`src/rtl/s1494_slice_tester_pkg.sv`:
```
// Shared types and constants for the s1494 slice stimulus/response engine:
// FSM states, LFSR/MISR polynomials and vector bit positions.
package s1494_tb_pkg;

   typedef enum logic [2:0] {
      ST_IDLE,
      ST_APPLY,
      ST_SETTLE,
      ST_CAPTURE,
      ST_DONE
   } state_t;

   localparam logic [13:0] LFSR_TAPS  = 14'h2015;
   localparam logic [15:0] CRC16_POLY = 16'h1021;

   localparam int unsigned VEC_CLR = 13;
   localparam int unsigned V0  = 0;
   localparam int unsigned V1  = 1;
   localparam int unsigned V2  = 2;
   localparam int unsigned V3  = 3;
   localparam int unsigned V4  = 4;
   localparam int unsigned V5  = 5;
   localparam int unsigned V6  = 6;
   localparam int unsigned V7  = 7;
   localparam int unsigned V8  = 8;
   localparam int unsigned V9  = 9;
   localparam int unsigned V10 = 10;
   localparam int unsigned V11 = 11;
   localparam int unsigned V12 = 12;

   function automatic logic [13:0] lfsr_step(input logic [13:0] q);
      return {q[12:0], ^(q & LFSR_TAPS)};
   endfunction

   function automatic logic [15:0] misr_step(input logic [15:0] sig, input logic resp);
      return {sig[14:0], 1'b0} ^ ((sig[15] ^ resp) ? CRC16_POLY : 16'h0000);
   endfunction

   // An all-zero seed would lock the LFSR, so it is promoted to 1.
   function automatic logic [13:0] seed_fix(input logic [13:0] seed);
      return (seed == 14'h0000) ? 14'h0001 : seed;
   endfunction

endpackage

```
`src/rtl/s1494_slice_tester_lfsr_misr_core.sv`:
```
// Stimulus LFSR and response MISR registers with load/step/capture enables.
module lfsr_misr_core
   import s1494_tb_pkg::*;
#(
   parameter logic [13:0] SEED      = 14'h0001,
   parameter logic [15:0] MISR_SEED = 16'hFFFF
) (
   input  logic        clk,
   input  logic        rst_n,
   input  logic        load,
   input  logic        step,
   input  logic        capture,
   input  logic        resp,
   output logic [13:0] lfsr,
   output logic [13:0] lfsr_next,
   output logic [15:0] signature
);

   always_comb begin
      lfsr_next = lfsr_step(lfsr);
   end

   always_ff @(posedge clk) begin
      if (!rst_n) begin
         lfsr      <= SEED;
         signature <= MISR_SEED;
      end else begin
         if (load) begin
            lfsr <= SEED;
         end else if (step) begin
            lfsr <= lfsr_next;
         end
         if (load) begin
            signature <= MISR_SEED;
         end else if (capture) begin
            signature <= misr_step(signature, resp);
         end
      end
   end

endmodule

```
`src/rtl/s1494_slice_tester.sv`:
```
// Drives LFSR vectors into an s1494 slice, waits SETTLE cycles, and folds
// the slice response into a CRC-16 MISR signature over N_PAT patterns.
module s1494_slice_tester
   import s1494_tb_pkg::*;
#(
   parameter int unsigned N_PAT     = 1024,
   parameter int unsigned SETTLE    = 0,
   parameter logic [13:0] LFSR_SEED = 14'h0001,
   parameter logic [15:0] MISR_SEED = 16'hFFFF
) (
   input  logic        CK,
   input  logic        CLR,
   input  logic        start,
   output logic [13:0] vec,
   input  logic        resp,
   output logic        busy,
   output logic        done,
   output logic [15:0] signature,
   output logic [15:0] pat_count
);

   localparam logic [13:0] SEED_EFF    = seed_fix(LFSR_SEED);
   localparam logic [15:0] N_LAST      = 16'(N_PAT);
   localparam logic [3:0]  SETTLE_LAST = (SETTLE > 0) ? 4'(SETTLE - 1) : 4'd0;

   state_t      state;
   state_t      state_next;
   logic [3:0]  settle_cnt;
   logic [13:0] lfsr;
   logic [13:0] lfsr_next;
   logic        load;
   logic        step;
   logic        capture;
   logic        last;

   always_comb begin
      last = (pat_count + 16'd1) == N_LAST;
   end

   always_ff @(posedge CK) begin
      if (!CLR) begin
         state <= ST_IDLE;
      end else begin
         state <= state_next;
      end
   end

   always_comb begin
      state_next = state;
      busy       = 1'b0;
      done       = 1'b0;
      load       = 1'b0;
      step       = 1'b0;
      capture    = 1'b0;
      case (state)
         ST_IDLE: begin
            if (start) begin
               load       = 1'b1;
               state_next = ST_APPLY;
            end
         end
         ST_APPLY: begin
            busy = 1'b1;
            if (SETTLE != 0) begin
               state_next = ST_SETTLE;
            end else begin
               state_next = ST_CAPTURE;
            end
         end
         ST_SETTLE: begin
            busy = 1'b1;
            if (settle_cnt == 4'd0) begin
               state_next = ST_CAPTURE;
            end
         end
         ST_CAPTURE: begin
            busy    = 1'b1;
            capture = 1'b1;
            if (last) begin
               state_next = ST_DONE;
            end else begin
               step       = 1'b1;
               state_next = ST_APPLY;
            end
         end
         ST_DONE: begin
            done = 1'b1;
            if (!start) begin
               state_next = ST_IDLE;
            end
         end
         default: begin
            state_next = ST_IDLE;
         end
      endcase
   end

   // vec is loaded on the edge entering APPLY, so it mirrors the value the
   // LFSR takes on that same edge (seed on load, advanced value on step).
   always_ff @(posedge CK) begin
      if (!CLR) begin
         vec        <= '0;
         pat_count  <= '0;
         settle_cnt <= '0;
      end else begin
         if (load) begin
            vec <= SEED_EFF;
         end else if (step) begin
            vec <= lfsr_next;
         end
         if (load) begin
            pat_count <= '0;
         end else if (capture) begin
            pat_count <= pat_count + 16'd1;
         end
         if (state == ST_APPLY) begin
            settle_cnt <= SETTLE_LAST;
         end else if (state == ST_SETTLE && settle_cnt != 4'd0) begin
            settle_cnt <= settle_cnt - 4'd1;
         end
      end
   end

   lfsr_misr_core #(
      .SEED      (SEED_EFF),
      .MISR_SEED (MISR_SEED)
   ) u_core (
      .clk       (CK),
      .rst_n     (CLR),
      .load      (load),
      .step      (step),
      .capture   (capture),
      .resp      (resp),
      .lfsr      (lfsr),
      .lfsr_next (lfsr_next),
      .signature (signature)
   );

endmodule

```
`config.mk`:
```
export PLATFORM = sky130hd
export DESIGN_NAME = s1494_slice_tester
export DESIGN_NICKNAME = d
export VERILOG_FILES = /design/src/rtl/s1494_slice_tester_pkg.sv /design/src/rtl/s1494_slice_tester_lfsr_misr_core.sv /design/src/rtl/s1494_slice_tester.sv
export SDC_FILE = /design/constraint.sdc
export NUM_CORES = 1
export LEC_CHECK = 0
export ABC_CLOCK_PERIOD_IN_PS = 3000
export BUFFER_PORTS_ARGS = -buffer_cell sky130_fd_sc_hd__buf_4
export CAP_MARGIN = 20
export CORE_MARGIN = 3
export CORE_UTILIZATION = 45
export CTS_CLUSTER_SIZE = 12
export DETAILED_ROUTE_END_ITERATION = 10
export GPL_TIMING_DRIVEN = 0
export PLACE_DENSITY = 0.76
export SLEW_MARGIN = 30
export SYNTH_ARGS = -nofsm -noshare
export SYNTH_HDL_FRONTEND = slang
export SYNTH_SLANG_ARGS = --single-unit
```
`constraint.sdc`:
```
create_clock -name CK -period 3 [get_ports CK]
set_clock_uncertainty 0.2 [all_clocks]
set_input_delay 0.75 -clock CK [delete_from_list [all_inputs] [get_ports CK]]
set_output_delay 0.75 -clock CK [all_outputs]
set_load 0.02 [all_outputs]
```
# == After elaboration in Yosys (flattened, before gate mapping) ==
# Cells that the tools add are included.
# Widths: inputs -> output; s select.
# word_totals
register_bits,67
latchBits,0
ramBits,0
romBits,0
input_bits,4
output_inout_bits,48
word_cells,45
memories,0
# op_classes
add_sub_neg,2
multipliers,0
div,0
order_cmp,0
n_eq_ne,8
shifts,0
n_mux,15
bitwise,3
n_reduce_logical,10
# op_table
op,n
$add 16x1->16 const B,1
$eq 16x11->1 const B,1
$xor 16x16->16,1
$pmux 3 s5,1
$reduce_xor 14->1,1
$mux 13,1
$mux 3,4
$mux 1,9
$eq 3x2->1 const B,2
$ne 2x2->1 const B,3
$logic_not 4->1,1
$reduce_bool 4->1,1
$reduce_or 2->1,2
$sub 4x1->4 const B,1
$eq 3x1->1 const B,1
$eq 3x3->1 const B,1
$logic_not 3->1,1
$reduce_and 3->1,1
$reduce_or 3->1,1
$reduce_bool 2->1,1
$logic_and 1x1->1,1
$not 1->1,1
$xor 1x1->1,1

# == Longest topological paths before layout ==
# depth
ltp_word,6
ltp_mapped,9
ltp_nobuf,7

# == Modules after synthesis ==
# Synthesis repeated with hierarchy kept, for this count alone.
# unflattened
cells_unflattened,341
area_unflattened_um2,3085.5
# by_module_without_submodules
mod,n_inst,cells_per_inst,area_each_um2,seq_area_each_um2
s1494_slice_tester,1,221,1860.5,740.7
lfsr_misr_core,1,120,1224.9,600.6

# == Least setup slack after synthesis ==
# OpenSTA, ideal clock, no wires.
# synth_path
kind,reg-to-reg
startpoint,register pat_count[0]
endpoint,register u_core.lfsr[13]
setup_time_ns,0.119
arrival_ns,2.274
required_time_ns,2.681
setup_slack_ns,0.407
path_stages_with_launch,10
path_buffers,2
period_less_slack_ns,2.593
path_cell_list,dfxtp_1 -> ha_1 -> nand3_1 -> or4b_1 -> o21ai_0 -> a41oi_2 -> or2_1 -> buf_6 -> buf_12 -> mux2i_1
# synth_between
elab_chain_cells,4
# synth_rtl
item,line_no,rtl
"start, declared",s1494_slice_tester.sv:19,output logic [15:0] pat_count
"start signal, assigned",s1494_slice_tester.sv:114,pat_count <= pat_count + 16'd1;
$add 16x1->16,s1494_slice_tester.sv:37,last = (pat_count + 16'd1) == N_LAST;
$eq 16x11->1,s1494_slice_tester.sv:37,
$mux 1,s1494_slice_tester.sv:79,if (last) begin
$mux 1,s1494_slice_tester.sv:55,case (state)
"end signal, assigned",s1494_slice_tester_lfsr_misr_core.sv:31,lfsr <= lfsr_next;
"end, declared",s1494_slice_tester_lfsr_misr_core.sv:14,"output logic [13:0] lfsr,"
# No other way between the ends.
# A chain may end at the register's enable or synchronous reset.

# == Worst setup path after layout ==
# layout_path
startpoint,register pat_count[0]
endpoint,register vec[2]
# layout_between
elab_chain_cells,4
# layout_rtl
item,line_no,rtl
$add 16x1->16,s1494_slice_tester.sv:37,
$eq 16x11->1,s1494_slice_tester.sv:37,
$mux 1,s1494_slice_tester.sv:79,
$mux 1,s1494_slice_tester.sv:55,
"end signal, assigned",s1494_slice_tester.sv:109,vec <= lfsr_next;
"end, declared",s1494_slice_tester.sv:14,"output logic [13:0] vec,"
# No other way between the ends.

==> impl_metrics.ini <==
[clocking]
cts_max_path_buffers = 2
clk-insertion-delay-late_ps = 310
clk_root_buffer_cell = sky130_fd_sc_hd__clkbuf_8
holdBufCountCts = 0
tritoncts = done
post-cts-setup-buffer-count = 0
register_clock_pin_slew_on_the_reported_worst_setup_and_hold_paths_ps = 100
clock_sinks = 54
ctsHtreeMaxLevel = 2
tritoncts.num_buffers = 5
cells_resized_by_post_cts_repair = 0

[power_and_ir_drop]
power-per-cell-area_nw_per_um2 = 431.2
power.leakage_nw = 1.290
power.ir.vdd_worst_mv = 0.2514

[timing]
min_period_over_period_pct = 91.07
rsz0062_at_grt = false
worst_max_slew_margin_expressed_relative_to_the_limit_pct = 50.88
period_needed_ps = 2732
final_hold_viol_count = 0
timing_worst_slew_pin_value_ps = 730.1
finalSetupViolations = 0
timing.setup.tns_ps = 0
fin_hold_ws_ps = 289.7
setup_ws_ps = 267.9
final_report_max_slew_violation_count = 0
fmaxAchievable_mhz = 366.0

[finish]
fillerInstances = 507
num_antenna_cells = 0
finalNetCount = 356
area.growth.synth_to_final_pct = 22.57
layout_cell_share_with_drive_strength_beyond_1_pct = 25.07

[outcome]
run_status = finished clean

[setup_path]
timing.critical_path.cells = ha_1, nand3_1, or4b_1, o21ai_0, a41oi_2, or2_1, buf_6, buf_12, mux2i_1
timing.critical_path.fanout_max = 10
slowest_stage = sky130_fd_sc_hd__dfxtp_1
arrival_ps = 2770
cp_data_required_time_ps = 3040
startpoint_type = flip-flop
setup.worst_path.end_class = flip-flop
path_class = reg2reg
slowest_delay_ps = 480

[global_routing]
grt_pass1_wl_um = 8852
grt_use_total_pct = 16.66
grt.overflow.total = 0
first_global_vias = 1992
pin_count_of_the_biggest_net_entering_global_routing = 18
grt_antenna_before_repair = 0

[synth]
synth.avg_cell_area_sq_um = 8.733
netlist_instances = 292
synth_area_leader_cell = sky130_fd_sc_hd__dfxtp_1
number_of_library_cell_types_mapped_by_synthesis = 47
synthArstFlopShare_pct = 0
synth-edff-count = 0
synth_top_area_share_pct = 42.39
post_synth_main_area_contributors = sky130_fd_sc_hd__dfxtp_1 (42%), sky130_fd_sc_hd__nand2_1 (7.8%), sky130_fd_sc_hd__mux2i_1 (5.5%)
syn_area_sq_um = 2550
yosysWarnings = 0
synth.ff_latch_count = 54
netlist_top_cells_count = sky130_fd_sc_hd__dfxtp_1 (54), sky130_fd_sc_hd__nand2_1 (53), sky130_fd_sc_hd__nand3_1 (25), sky130_fd_sc_hd__nor2_1 (25)
seq_area_frac_synth_pct = 42.39
dominantRegCellSynth = sky130_fd_sc_hd__dfxtp_1
synth_fp_nets = 298
synth_most_common_cell = sky130_fd_sc_hd__dfxtp_1

[routing]
first_pass_iters = 4
drtAntennaViolNets = 0
route.final.wire_length_um = 5119
route.detailed.wl_per_inst_um = 12.16
drtIter0Drc = 70
routed_vias = 2114
drt-vias-per-instance = 5.021
drc_errors = 0

[min_path]
hold_path_class = reg2reg

[run]
cap_violations = 0

[floorplan]
placeableCoreArea_sq_um = 5303
fp.dieH_um = 81.28
num_rows = 26
initial_utilization_pct = 48.09
io_pins = 52
design.die.area_sq_um = 6606
die_w_um = 81.28

[placed_design]
gpl.final_weighted_congestion = 0.8586
placement.io_buffers = 51
detailedPlace.worstSlack_ps = 268.2
place.detailed.hpwl_um = 3794
## logic make-up (layout without fill, tap and decap cells)
| group | Yosys count | count (layout) | share of synthesized area, % |
|---|---|---|---|
| simple gates | 141 | 141 | 27.09 |
| fa+ha+maj | 2 | 2 | 0.9812 |
| flops | 54 | 54 | 42.39 |
| buf+inv | 34 | 93 | 8.979 |
| xor+xnor | 28 | 28 | 9.617 |
| compound gates | 19 | 19 | 5.446 |
| mux | 14 | 14 | 5.495 |
## cells in the final DEF (no fill, tap or decap), drive strengths merged, types with 2 or more instances in the layout
master | netlist | layout
nand4 | 7 | 7
nor3 | 8 | 8
nor2 | 25 | 25
and2 | 4 | 4
dfxtp | 54 | 54
mux2i | 14 | 14
o211ai | 2 | 2
clkinv | 0 | 2
a21oi | 2 | 2
o31ai | 2 | 2
clkbuf | 11 | 17
xnor2 | 14 | 14
nand2b | 2 | 2
ha | 2 | 2
nand3 | 25 | 25
o21ai | 5 | 5
xor2 | 14 | 14
a211oi | 2 | 2
or4b | 2 | 2
inv | 4 | 4
nor4 | 3 | 3
buf | 18 | 69
or2 | 3 | 3
nand2 | 53 | 53
## sequential cells by signal (all words and copies together), names as in the netlist
signal and cells:
u_core.lfsr 2, pat_count 16, state 3, settle_cnt 4
u_core.signature 16, vec 13
## layout make-up
| class | instances | area, sq um | area share, % |
|---|---|---|---|
| Tap cell | 70 | 87.58 | 2.802 |
| Clock buffer | 6 | 82.58 | 2.642 |
| Sequential cell | 54 | 1081 | 34.59 |
| Timing Repair Buffer | 51 | 382.9 | 12.25 |
| Clock inverter | 2 | 17.52 | 0.5604 |
| Inverter | 4 | 15.01 | 0.4804 |
| Buffer | 30 | 214.0 | 6.845 |
| Multi-Input combinational cell | 204 | 1245 | 39.83 |
## worst paths after layout
path	from	to	slack, ps	cells past startpoint
worst max-delay path	pat_count[0]	vec[2]	270	9
worst min register to register	u_core.signature[10]	u_core.signature[11]	290	2
worst max register to register	pat_count[0]	vec[2]	270	9
worst min-delay path	u_core.signature[10]	u_core.signature[11]	290	2
## worst max-delay path, delay by kind of cell (launching register included)
| kind | cells | cell delay, ps |
|---|---|---|
| simple gates | 3 | 890 |
| flops | 1 | 480 |
| compound gates | 2 | 350 |
| fa+ha+maj | 1 | 300 |
| buf+inv | 2 | 280 |
| mux | 1 | 160 |
## power by group
group / total [mW] / internal, mW / switching [mW]
Clock: 0.433 / 0.190 / 0.243
Combinational: 0.167 / 0.0683 / 0.0983
Sequential: 0.748 / 0.735 / 0.0134
## routing by layer
layer	part of all wire (%)	wire length [um]	vias to the layer above	global-route usage, %
met5	0	0	-	0
met4	0.96	49	0	6.081
met3	3.9	199	5	3.659
met2	46	2366	34	26.30
met1	49	2503	991	22.22
li1	-	-	1084	-
## stage by stage
step | power (mW) | cell area [sq um] | util, % | instances
after floorplan | 0.8785 | 2550 | - | 292
after CTS | 1.367 | 3120 | 58.85 | 421
after global routing | 1.410 | 3126 | 58.94 | 421
after global placement | 0.9286 | 3020 | 56.96 | 413
after detailed placement | 0.9323 | 3020 | 56.96 | 413
final | 1.348 | 3126 | 58.94 | 421
Note: power is estimated with default switching activity, not from simulation.
